## src/rtl/ram_readout_ctrl.sv

```systemverilog
// Read-side controller for the event RAM: replays a block of words from a base address
// and streams them out as valid/ready with an end-of-block marker.
module ram_readout_ctrl #(
  parameter int unsigned ADDR_W    = 15,
  parameter int unsigned DATA_W    = 16,
  parameter int unsigned DEPTH     = 25001,
  parameter int unsigned BUF_DEPTH = 2
) (
  input  logic              clk,
  input  logic              reset,
  input  logic              start,
  input  logic [ADDR_W-1:0] base_addr,
  input  logic [ADDR_W-1:0] length,
  output logic              busy,
  output logic              done,
  output logic [ADDR_W-1:0] rd_addr,
  output logic              rd_ena,
  input  logic [DATA_W-1:0] ram_q,
  input  logic              ram_dval,
  output logic [DATA_W-1:0] tx_data,
  output logic              tx_valid,
  input  logic              tx_ready,
  output logic              tx_last
);

  localparam logic [ADDR_W-1:0] LastAddr = ADDR_W'(DEPTH - 1);
  localparam logic [ADDR_W-1:0] DepthLen = ADDR_W'(DEPTH);

  typedef enum logic [1:0] {StIdle, StRead, StDrain, StDone} state_e;

  state_e                   state_q;
  logic                     busy_q;
  logic                     done_q;
  logic                     in_flight_q;
  logic [ADDR_W-1:0]        rd_addr_q;
  logic [ADDR_W-1:0]        len_q;
  logic [ADDR_W-1:0]        issue_cnt_q;
  logic [ADDR_W-1:0]        send_cnt_q;
  logic [1:0][DATA_W-1:0]   buf_q, buf_d;
  logic [1:0]               count_q, count_d;

  logic                     pop;
  logic                     push;
  logic                     issue;
  logic                     last_issue;
  logic [1:0]               occupancy;
  logic [ADDR_W-1:0]        next_addr;
  logic [ADDR_W-1:0]        len_clamped;
  logic [ADDR_W-1:0]        base_wrapped;

  assign tx_valid = (count_q != 2'd0);
  assign tx_data  = buf_q[0];
  assign tx_last  = tx_valid && (send_cnt_q == len_q - ADDR_W'(1));
  assign busy     = busy_q;
  assign done     = done_q;
  assign rd_addr  = rd_addr_q;
  assign rd_ena   = issue;

  always_comb begin
    pop  = tx_valid & tx_ready;
    push = ram_dval & busy_q;
    // Words that will occupy the buffer once this cycle's pop and in-flight read settle.
    occupancy    = count_q + {1'b0, in_flight_q} - {1'b0, pop};
    issue        = (state_q == StRead) && (occupancy < 2'(BUF_DEPTH));
    last_issue   = issue && (issue_cnt_q == len_q - ADDR_W'(1));
    next_addr    = (rd_addr_q == LastAddr) ? '0 : rd_addr_q + ADDR_W'(1);
    len_clamped  = (length > DepthLen) ? DepthLen : length;
    // Out-of-range bases fold back into the RAM so the address never reaches DEPTH.
    base_wrapped = (base_addr > LastAddr) ? base_addr - DepthLen : base_addr;
  end

  always_comb begin
    buf_d   = buf_q;
    count_d = count_q;
    unique case ({push, pop})
      2'b10: begin
        buf_d[count_q[0]] = ram_q;
        count_d           = count_q + 2'd1;
      end
      2'b01: begin
        buf_d[0] = buf_q[1];
        count_d  = count_q - 2'd1;
      end
      2'b11: begin
        if (count_q == 2'd2) begin
          buf_d[0] = buf_q[1];
          buf_d[1] = ram_q;
        end else begin
          buf_d[0] = ram_q;
        end
      end
      default: ;
    endcase
  end

  always_ff @(posedge clk) begin
    if (reset) begin
      buf_q   <= '0;
      count_q <= '0;
    end else begin
      buf_q   <= buf_d;
      count_q <= count_d;
    end
  end

  always_ff @(posedge clk) begin
    if (reset) begin
      state_q     <= StIdle;
      busy_q      <= 1'b0;
      done_q      <= 1'b0;
      in_flight_q <= 1'b0;
      rd_addr_q   <= '0;
      len_q       <= '0;
      issue_cnt_q <= '0;
      send_cnt_q  <= '0;
    end else begin
      in_flight_q <= issue;
      done_q      <= 1'b0;
      if (issue) begin
        rd_addr_q   <= next_addr;
        issue_cnt_q <= issue_cnt_q + ADDR_W'(1);
      end
      if (pop) begin
        send_cnt_q <= send_cnt_q + ADDR_W'(1);
      end
      unique case (state_q)
        StIdle: begin
          if (start) begin
            issue_cnt_q <= '0;
            send_cnt_q  <= '0;
            len_q       <= len_clamped;
            if (length == '0) begin
              state_q <= StDone;
              done_q  <= 1'b1;
            end else begin
              state_q   <= StRead;
              busy_q    <= 1'b1;
              rd_addr_q <= base_wrapped;
            end
          end
        end
        StRead: begin
          if (last_issue) begin
            state_q <= StDrain;
          end
        end
        StDrain: begin
          if (pop && tx_last) begin
            state_q <= StDone;
            busy_q  <= 1'b0;
            done_q  <= 1'b1;
          end
        end
        StDone: begin
          state_q <= StIdle;
        end
        default: begin
          state_q <= StIdle;
        end
      endcase
    end
  end

endmodule

```

## config.mk

```make
export PLATFORM = sky130hd
export DESIGN_NAME = ram_readout_ctrl
export DESIGN_NICKNAME = d
export VERILOG_FILES = /design/src/rtl/ram_readout_ctrl.sv
export SDC_FILE = /design/constraint.sdc
export NUM_CORES = 1
export LEC_CHECK = 0
export ABC_CLOCK_PERIOD_IN_PS = 11300
export CAP_MARGIN = 0
export CORE_ASPECT_RATIO = 1.1
export CORE_MARGIN = 3
export CORE_UTILIZATION = 45
export DETAILED_ROUTE_END_ITERATION = 8
export GPL_ROUTABILITY_DRIVEN = 0
export GPL_TIMING_DRIVEN = 0
export HOLD_SLACK_MARGIN = 0.08
export PLACE_DENSITY = 0.68
export SLEW_MARGIN = 15
export SYNTH_ARGS = -nofsm -noshare
export SYNTH_HDL_FRONTEND = slang
export SYNTH_SLANG_ARGS = --single-unit
```

## constraint.sdc

```tcl
create_clock -name clk -period 11.3 [get_ports clk]
set_input_delay 3.39 -clock clk [delete_from_list [all_inputs] [get_ports clk]]
set_output_delay 3.39 -clock clk [all_outputs]
set_load 0.02 [all_outputs]
```

=== Word level (Yosys, flattened, before mapping) ===
Cells that the tools add are included.

* Output and inout bits: 36
* Register bits: 99
* Logic and storage cells: 92

* Bitwise operators: 2
* Add/sub/neg operators: 9
* Magnitude comparators: 5
* Reductions and logical operators: 16
* Eq/ne operators: 15
* Mux-type cells: 34

{| class="wikitable"
|+ Operators by type and width
! kind !! number
|-
| 15-bit two-way mux || 13
|-
| 16-bit two-way mux || 3
|-
| 16-bit one-hot mux with 3 select lines || 1
|-
| 15-bit by 1-bit adder with 15-bit output, second input constant || 3
|-
| 32-bit bitwise mux || 1
|-
| 16-bit one-hot mux with 2 select lines || 1
|-
| 15-bit equality test || 2
|-
| 15-bit greater-than comparator, second input constant || 2
|-
| 16-bit demux with 1-bit select || 1
|-
| 15-bit equality test, second input constant || 1
|-
| 15-bit logical NOT || 1
|-
| 15-bit by 1-bit subtractor with 15-bit output, second input constant || 1
|-
| 15-bit subtractor, second input constant || 1
|-
| 2-bit equality test, second input constant || 5
|-
| 2-bit != test, second input constant || 5
|-
| 2-bit two-way mux || 4
|-
| 2-bit one-hot mux with 4 select lines || 1
|-
| 2-bit nonzero test || 4
|-
| 1-bit two-way mux || 6
|-
| 1-bit logical AND || 5
|-
| 2-bit by 1-bit equality test with 1-bit output, second input constant || 2
|-
| 1-bit one-hot mux with 2 select lines || 2
|-
| 2-bit one-hot mux with 2 select lines || 1
|-
| 2-bit AND reduction || 2
|-
| 12 further kinds || 13
|}

=== Logic depth before layout (Yosys ltp) ===
* Depth in word-level cells: 9
* Depth in mapped cells: 14
* Mapped depth without buffers: 12

=== Least setup slack after synthesis ===
Ideal clock, no wire load.

* Kind: input port to output port
* Start: in tx_ready
* End: out rd_ena
* Setup slack: 2.978 ns
* Data required time: 7.910 ns
* Stages: 8
* Arrival: 4.932 ns
* Path through: and2_1 -> clkbuf_1 -> ha_1 -> nor2b_1 -> xnor2_1 -> nand2_1 -> inv_1 -> clkbuf_1

* Longest elaborated chain between the ends: 4

{| class="wikitable"
|+ RTL lines
! what !! line !! RTL
|-
| from (decl) || 22 || <nowiki>input logic tx_ready,</nowiki>
|-
| 1-bit AND || 60 || <nowiki>pop = tx_valid & tx_ready;</nowiki>
|-
| 2-bit by 1-bit subtractor with 2-bit output || 63 || <nowiki>occupancy = count_q + {1'b0, in_flight_q} - {1'b0, pop};</nowiki>
|-
| 2-bit less-than comparator || 64 || <nowiki>issue = (state_q == StRead) && (occupancy < 2'(BUF_DEPTH));</nowiki>
|-
| 1-bit logical AND || 64 ||
|-
| to (decl) || 17 || <nowiki>output logic rd_ena,</nowiki>
|}

No other way between the ends.

=== Final worst setup path ===
Ends and elaborated chain as after synthesis.

==> qor.yml <==
detailed_routing:
  routed_wl_um: 15900
  drt_first_pass_iters: 4
  drtIter0Drc: 235
  wl_per_cell_um: 16.2
  drtAntennaViolNets: 0
  drcViolationCount: 0
  vias_per_cell: 5.58
  vias: 5493
outcome:
  status: "completed"
timing:
  relSlewSlack_pct: 44.6
  whs_ns: 0.500
  setup_tns_ns: 0
  timing.fmax_mhz: 99.8
  rsz0062_at_grt: "no"
  setup_viol_count_final: 0
  fin_skew_ns: 0.00840
  finalHoldViolCount: 0
  drv_slew: 0
  period_share_pct: 88.7
  worst_pin_slew_ns: 0.823
  fin_crit_ns: 10.02
cts:
  path_clk_slew_ns: 0.08
  cts_tree: "done"
  clockBufferDepth: 2
  ctsHoldBuffers: 0
  htree_levels: 3
  cts-resized-gates: 0
  cts_sinks: 99
  clkLatencyLatePin_ns: 0.36
  cts_setup_buffers: 0
  cts_root_buf: "clkbuf_16"
  cts_buffers: 9
grt:
  grt_pass1_vias: 5457
  grt.overflow.total: 0
  grtUsageTotal_pct: 22.3
  grt_pass1_wl_um: 26300
  antenna_found_initial: 0
  grt_max_degree: 19
pwr:
  p_per_area_nw_per_um2: 200
  power_leakage_nw: 2.64
  vdd_ir_drop_max_v: 0.000109
  power_mw: 1.46
logic_synthesis:
  synth_largest_area_cell: "dfxtp_1"
  syn_area_um2: 5920
  synth-edff-count: 0
  syn_nets: 794
  yosysWarnings: 0
  synth.distinct_cells: 63
  synth-seq-cells: 99
  synth_cells: 727
  synthArstFlopShare_pct: 0
  yosys-top-cells-area: "dfxtp_1, nor2_1, xnor2_1"
  netlist.area_leader.share_pct: 33.5
  ys.flop_type: "dfxtp_1"
  avgSynthCellArea_um2: 8.15
  synth_seq_area_share_pct: 33.5
die:
  core_um2: 12800
  fp-row-count: 43
  initial_core_util_pct: 46.5
  ios: 87
  die_w_um: 115
  die_area_um2: 14600
  die_h_um: 126
worst_setup_path:
  reg2reg_slack_ns: 7.55
  reg2reg_depth: 11
  arrival_ns: 6.63
  path_class: "input port to output pin"
  start_kind: "input port"
  cp-end-kind: "output pin"
  cp.required_ns: 7.91
  cp_max_fo: 10
place:
  dp_hpwl_um: 12200
  dpl.cell_count: 969
  io_buffers: 85
run:
  drv_cap: 0
cells_and_area:
  drive_above_1_share_pct: 6.76
  layout_common_cells: "nor2_1, dfxtp_1, clkdlybuf4s50_1"
  finish.utilization_pct: 57.1
  nets: 890
  area_delta_synth_final_pct: 22.9
  final_common_cell: "nor2_1"
  diodes: 0
  instances_no_fill: 985
hold_path:
  hold_path.class: "register to register"
  hold-path-cell-count: 2
[area by class of cell]
class                   instances  area (um2)
fillers                      1198        5470
multi-input cells             550        3570
flip-flops and latches         99        1980
repair buffers                 85         851
plain buffers                  59         299
clock buffers                   9         225
well taps                     157         196
clock inverters                 7        81.3
inverters                      19        71.3
[worst max-delay path: stages]
cell and delay (ns):
clkdlybuf4s50_1 0.54, and2_1 0.14, clkbuf_1 0.28, ha_1 0.30, nor2b_1 0.13, xnor2_1 0.22
nand2_1 0.30, inv_1 0.18, clkbuf_1 0.43, clkdlybuf4s50_1 0.71
[final timing paths]
| check | from | end |
|---|---|---|
| setup / recovery | tx_ready | rd_ena |
| hold / removal | buf_q[27]$_SDFFE_PP0P_ | buf_q[27]$_SDFFE_PP0P_ |
| setup reg to reg | len_q[0]$_SDFFE_PP0P_ | done$_SDFF_PP0_ |
| hold reg to reg | buf_q[27]$_SDFFE_PP0P_ | buf_q[27]$_SDFFE_PP0P_ |
[logic make-up (layout without fill, tap and decap cells)]
group	after synthesis	after routing	share of synthesized area [%]
AOI/OAI and AO/OA	125	125	14.8
xor gates and xnor gates	84	84	12.4
adders and majority gates	17	17	3.55
buffers and inverters	78	179	6.25
DFF	99	99	33.5
muxes	24	24	4.08
and+or+nand+nor	300	300	25.5
[per-layer routing]
| layer | share of wire [%] | global-route usage [%] |
|---|---|---|
| met1 | 43 | 27.5 |
| met4 | 1.4 | 5.46 |
| met3 | 5.1 | 4.82 |
| met2 | 50 | 39.2 |
| met5 | 0 | 0 |
[registers in the layout, indices dropped and copies added, names as in the netlist]
signal and count:
buf_q 16, busy 1, count_q 2, done 1, in_flight_q 1, issue_cnt_q 15, len_q 15, rd_addr 15
send_cnt_q 15, state_q 2, tx_data 16
[Yosys cell counts, drive strengths merged (4+ instances only)]
| cell | number |
|---|---|
| a21o | 4 |
| nand3 | 30 |
| a211oi | 31 |
| and2 | 8 |
| buf | 22 |
| nor2b | 10 |
| mux2i | 23 |
| dfxtp | 99 |
| and3 | 7 |
| xor2 | 40 |
| or4 | 8 |
| or3 | 9 |
| a22o | 7 |
| nand2b | 7 |
| a21oi | 24 |
| or4b | 4 |
| nor2 | 103 |
| nand4 | 16 |
| a22oi | 20 |
| or2 | 6 |
| o21ai | 13 |
| nor4 | 8 |
| ha | 16 |
| inv | 19 |
| nor3 | 19 |
| o31ai | 4 |
| nand2 | 55 |
| xnor2 | 44 |
| clkbuf | 37 |
[metrics by stage]
stage / cell area, um2 / worst slack, ns
floorplan: 5920 / 2.98
global placement: 6970 / 1.43
detailed placement: 6970 / 1.34
CTS: 7280 / 1.28
global route: 7280 / 1.09
finish: 7280 / 1.28
[where the power goes]
group / leakage, nW / internal [mW] / switching (mW)
Sequential: 0.807 / 0.406 / 0.0462
Clock: 0.147 / 0.175 / 0.149
Combinational: 1.69 / 0.298 / 0.382
Total: 2.64 / 0.880 / 0.577
(Power assumes the default switching activity.)
==> edit 1 (config.mk and constraints unchanged) <==
`ADDR_W`: 15 -> 14.
--- a/src/rtl/ram_readout_ctrl.sv
+++ b/src/rtl/ram_readout_ctrl.sv
@@ -1,7 +1,7 @@
 // Read-side controller for the event RAM: replays a block of words from a base address
 // and streams them out as valid/ready with an end-of-block marker.
 module ram_readout_ctrl #(
-  parameter int unsigned ADDR_W    = 15,
+  parameter int unsigned ADDR_W    = 14,
   parameter int unsigned DATA_W    = 16,
   parameter int unsigned DEPTH     = 25001,
   parameter int unsigned BUF_DEPTH = 2
Ports: changed (resized base_addr, length and rd_addr); port bits go from 87 to 84. No check against the original RTL was run, so the function may have changed too.
==> edit 1 against the original RTL <==
Sequential cell count shrank 4. Sequential share of layout area grew 0.28 points. Clock skew grew 0.00083 ns. Largest cell class unchanged. Power shrank 2.5%. Cell area down 5.0%. Combinational power decreased by 1%. Highest routed layer unchanged. Largest power group unchanged. Synthesized area is 5.6% lower. Wire length down 6.5%. Setup slack improved by 0.10 ns.
==> edit 1: results (changes against the original RTL) <==
Worst setup path
  – R2R Setup Slk: 7.84 ns (+0.29 ns)
  – Critical R2R Capture: state_q[0]
  – Slowest stage delay, CP: 0.71 ns (about the same)
  – Cell count of the worst reg-to-reg path: 13 (+2)
  – Data arrival time of the critical path: 6.52 ns (-0.11 ns)
  – R2R Path Start: count_q[0]

Final layout
  – Diode count: 0 (unchanged)
  – Fill cells: 1,134 (-5.3%)
  – Layout cells sized above 1: 7.143% (+0.38 points)
  – Nets: 830 (-6.7%)

Drt
  – WL final: 14,890 um (-6.5%)
  – DR iter-0 viols: 244 (+3.8%)
  – Routed wl met3: 674 um (-16%)
  – M1 WL: 6590 um (-4.8%)
  – Drt first pass iters: 6 (+2)
  – Vias: 5,064 (-7.8%)
  – WL met2: 7214 um (-9.6%)

Min path
  – WHS Endpoint: done
  – Hold/Removal Path Class: flop to flop
  – Hold Path Stages: 1 (-1)
  – Worst hold start: state_q[0]

Placed design
  – Detailed placement HPWL: 11,460 um (-5.8%)
  – IO buf count: 83 (-2.4%)

Run
  – Max Cap Viol: 0 (unchanged)

Logic synthesis
  – Synth top area cells: dfxtp_1 (34%), xnor2_1 (7.2%), nor2_1 (6.9%), xor2_1 (5.8%), ha_1 (3.6%)
  – Post-synthesis sequential area ratio: 34.02% (+0.56 points)
  – Post-Syn Nets: 736 (-7.3%)
  – Post-synth top cells: nor2_1 (103), dfxtp_1 (95), xnor2_1 (46), xor2_1 (37), nand2_1 (36)
  – Library cells used by synthesis: 67 (+6.3%)
  – Post-synth ARST share: 0% (unchanged)

CTS
  – Clock Latency Late Sink: 0.36 ns (about the same)
  – Maximum root-to-sink buffer count: 2 (unchanged)
  – Clock transition at path regs: 0.08 ns (about the same)

Power
  – Max VDD drop: 0.0001097 V (+0.49%)
  – Comb power frac: 47.3% (+0.6 points)
  – P_leak: 0.002525 uW (-4.4%)
  – Power Density: 205.6 mW/mm^2 (+2.7%)
  – Switching Power: 572.1 uW (-0.78%)
  – Sequential cell power: 440 uW (-3%)

Global route
  – All-Layer GR Usage: 22.04% (-0.25 points)
  – First-pass GRT wire length: 24,580 um (-6.6%)
  – Overflow after GRT: 0 (unchanged)
  – Largest net degree at the start of global routing: 20 (+1)
  – Vias in the first global route: 5,003 (-8.3%)

Outcome
  – Status: completed

Timing
  – Worst-margin pin slew: 0.8260 ns (+0.002948 ns)
  – Clock Skews: 0.009232 ns (+0.0008290 ns)
  – Hold slack: 0.4932 ns (-0.006883 ns)
[edit 1: worst reg2reg max path, stage by stage (launching register included)]
cell and delay, ns:
dfxtp_1 0.32, clkbuf_1 0.18, or2_2 0.36, and2_1 0.16, buf_2 0.19, ha_1 0.22
xor2_1 0.15, xnor2_1 0.37, nand2_1 0.28, inv_1 0.19, o2111ai_1 0.16, a2111oi_2 0.40
o22ai_2 0.17, a211oi_2 0.23
[edit 1: layer usage]
| layer | vias to the layer above | track usage (%) |
|---|---|---|
| met3 | 31 | 3.720 |
| met2 | 125 | 37.44 |
| met5 | - | 0 |
| met1 | 2367 | 27.65 |
| li1 | 2541 | - |
| met4 | 0 | 9.692 |
[edit 1: cells by family after synthesis]
kind of cell             count (synthesis)  synth area share (%)
AND/OR/NAND/NOR                        268                 23.95
AO/OA/AOI/OAI                          114                 15.22
buffers and inverters                   76                 6.580
flip-flops                              95                 34.02
multiplexers                            18                 3.245
XOR/XNOR                                84                 13.41
adder cells (fa/ha/maj)                 16                 3.581
[edit 1: worst max path at each step]
stage | startpoint | to
after floorplan | tx_ready | rd_ena
after global placement | tx_ready | rd_ena
after detailed placement | tx_ready | rd_ena
after CTS | tx_ready | rd_ena
after global routing | tx_ready | rd_ena
final | tx_ready | rd_ena
[edit 1: area by class of cell]
cell class | count | area share, %
multi-input combinational | 500 | 48.04
buffer | 56 | 4.236
timing repair buffer | 83 | 12.02
tap | 154 | 2.788
sequential | 95 | 27.52
clock buffer | 9 | 3.259
inverter | 20 | 1.086
clock inverter | 7 | 1.050
[edit 1: metrics by stage]
stage	setup slack (ns)	std cells	area (sq um)
2_1_floorplan	2.963	671	5590
3_3_place_gp	1.386	908	6614
3_5_place_dp	1.362	908	6614
4_1_cts	1.341	924	6912
5_1_grt	1.196	924	6912
6_report	1.386	924	6912
==> edit 2 (same settings) <==
Made on the original files. Encoding of `state_e`: now one-hot (4 bits for 4 states).
--- a/src/rtl/ram_readout_ctrl.sv
+++ b/src/rtl/ram_readout_ctrl.sv
@@ -26,7 +26,7 @@
   localparam logic [ADDR_W-1:0] LastAddr = ADDR_W'(DEPTH - 1);
   localparam logic [ADDR_W-1:0] DepthLen = ADDR_W'(DEPTH);
 
-  typedef enum logic [1:0] {StIdle, StRead, StDrain, StDone} state_e;
+  typedef enum logic [3:0] {StIdle = 4'b0001, StRead = 4'b0010, StDrain = 4'b0100, StDone = 4'b1000} state_e;
 
   state_e                   state_q;
   logic                     busy_q;
Behaviour: no difference found for any inputs over 4 cycles, from zero or initial values and one cycle with reset high; so few cycles prove little.
==> edit 2 against the original RTL <==
Cell area down 2.5%. Global-route usage is 1.2 points lower. Setup slack improved by 0.015 ns. Sequential share of layout area rose by 1.3 points. Maximum frequency grew 0.15%. Sequential cell count rose by 2. Non-clock buffer count is 3 lower. Register-to-register slack about the same. Die area down 2.8%. Wire length decreased by 7.3%. Synthesized area is 2.9% lower.
Power is not compared: it rests on default switching activity, and its combinational part moved more than twofold at a synthesized area within 25%.
==> edit 2: results (changes against the original RTL) <==
Outcome
  – Status: completed

Logic synthesis
  – Top-count cell post-synth: nor2_1
  – Post-synthesis sequential area ratio: 35.17% (+1.7 points)
  – Post-synth ARST share: 0% (unchanged)
  – Synth top area cells: dfxtp_1 (35%), nor2_1 (6.7%), xor2_1 (6.7%), xnor2_1 (6.4%), mux2i_1 (3.8%)
  – Library cells used by synthesis: 59 (-6.3%)
  – Post-synth top cells: nor2_1 (103), dfxtp_1 (101), nand2_1 (45), xor2_1 (44), xnor2_1 (42)
  – Syn. warnings: 0 (unchanged)
  – Syn_area_per_cell: 8.272 sq um (+1.5%)
  – Commonest register cell after synthesis: dfxtp_1
  – Post-Syn Nets: 758 (-4.5%)

Worst setup path
  – Data arrival time of the critical path: 6.61 ns (-0.02 ns)
  – Critical path's slowest cell: clkdlybuf4s50_1
  – Critical R2R Capture: issue_cnt_q[14]
  – Slowest stage delay, CP: 0.71 ns (about the same)
  – Cell count of the worst reg-to-reg path: 15 (+4)
  – R2R Path Start: count_q[0]
  – Crit path max-delay family: buffers and inverters
  – Crit-path max FO: 10 (unchanged)

CTS
  – H-tree Lvls: 3 (unchanged)
  – Total setup buffers inserted after CTS: 0 (unchanged)
  – Clock Latency Late Sink: 0.35 ns
  – Maximum root-to-sink buffer count: 2 (unchanged)
  – CTS root buf: clkbuf_16
  – PostCTS Resize Cnt: 0 (unchanged)
  – Clock transition at path regs: 0.07 ns
  – Inserted Clock Buffers: 9 (unchanged)

Placed design
  – IO buf count: 85 (unchanged)
  – Detailed placement HPWL: 11,550 um (-5.1%)
  – Placed cells: 934 (-3.6%)

Global route
  – Largest net degree at the start of global routing: 19 (unchanged)
  – First-pass GRT wire length: 24,390 um (-7.3%)
  – All-Layer GR Usage: 21.05% (-1.2 points)
  – Vias in the first global route: 5,074 (-7.0%)

Min path
  – Worst hold start: tx_data[7]
  – WHS Endpoint: tx_data[7]
  – Hold/Removal Path Class: flop to flop
  – Hold Path Stages: 2 (unchanged)

Drt
  – Vias: 5,227 (-4.8%)
  – Wire per inst: 15.56 um (-3.8%)
  – DR iter-0 viols: 224 (-4.7%)
  – Drt via density: 5.508 (-1.2%)
  – Drt first pass iters: 7 (+3)

Final layout
  – Nets: 854 (-4.0%)
  – Fill cells: 1,167 (-2.6%)
  – Layout cells sized above 1: 6.415% (-0.35 points)
  – Diode count: 0 (unchanged)

Timing
  – Max_slew headroom: 50.86% (+6.2 points)
  – Clock Skews: 0.008902 ns (+0.0004991 ns)

Power
  – P_leak: between 0.002 and 0.003 uW
edit 2: changes by cell type in the layout (fill, tap and decap cells not counted), sizes merged, moves of 4 or more:
cell | unedited run | this run
clkbuf | 46 | 39
buf | 22 | 26
o21ai | 13 | 19
o22ai | 1 | 11
a211oi | 31 | 18
xor2 | 40 | 44
nand3 | 30 | 16
ha | 16 | 12
and2 | 8 | 3
nand2 | 55 | 46
edit 2: area by class of cell:
type / instances / area (sq um) / share of cell area, %
multi-input combinational: 521 / 3381 / 47.65
sequential: 101 / 2022 / 28.50
timing repair buffer: 85 / 850.8 / 11.99
buffer: 56 / 282.8 / 3.985
clock buffer: 9 / 225.2 / 3.174
tap: 154 / 192.7 / 2.716
clock inverter: 6 / 77.57 / 1.093
inverter: 17 / 63.81 / 0.8993
edit 2: tightest hold or removal path: stages (launching register included):
cell	delay [ns]
dfxtp_1	0.31
nor2_1	0.09
a211oi_1	0.05
edit 2: power breakdown:
part	switching (uW)	internal, uW	leakage (uW)
clock	144	175	0.000146
combinational	169	146	0.00162
sequential	20.8	384	0.000822
total	333	705	0.00258
edit 2: kinds of logic (layout without fill, tap and decap cells):
| logic type | count (synthesis) | in the layout | synth area share [%] |
|---|---|---|---|
| XOR/XNOR | 86 | 86 | 13.10 |
| AO/OA/AOI/OAI | 126 | 126 | 14.91 |
| AND/OR/NAND/NOR | 275 | 275 | 24.35 |
| adder cells (fa/ha/maj) | 12 | 12 | 2.611 |
| multiplexers | 22 | 22 | 3.830 |
| buffers and inverters | 73 | 173 | 6.028 |
| flip-flops | 101 | 101 | 35.17 |
edit 2: worst max path at each step:
stage / start / to / depth (start not counted)
finish: tx_ready / rd_ena / 10
global route: tx_ready / rd_ena / 10
CTS: tx_ready / rd_ena / 10
detailed placement: tx_ready / rd_ena / 10
global placement: tx_ready / rd_ena / 10
floorplan: tx_ready / rd_ena / 8
edit 2: stage by stage:
| stage | total power, uW | setup WS, ns | area (sq um) | hold WS, ns |
|---|---|---|---|---|
| after floorplan | 618.2 | 2.852 | 5749 | 0.4613 |
| after global placement | 719.6 | 1.320 | 6793 | 0.4741 |
| after detailed placement | 726.3 | 1.271 | 6793 | 0.4839 |
| after CTS | 1046 | 1.260 | 7096 | 0.5059 |
| after global routing | 1091 | 0.9979 | 7096 | 0.5261 |
| final | 1037 | 1.297 | 7096 | 0.5025 |
edit 2: metal layers:
layer / global-route usage (%) / up-vias / wire (um)
met1: 25.50 / 2473 / 6357
met3: 4.859 / 26 / 675
met5: 0 / - / 0
met2: 36.88 / 119 / 7478
li1: - / 2609 / -
met4: 6.080 / 0 / 251
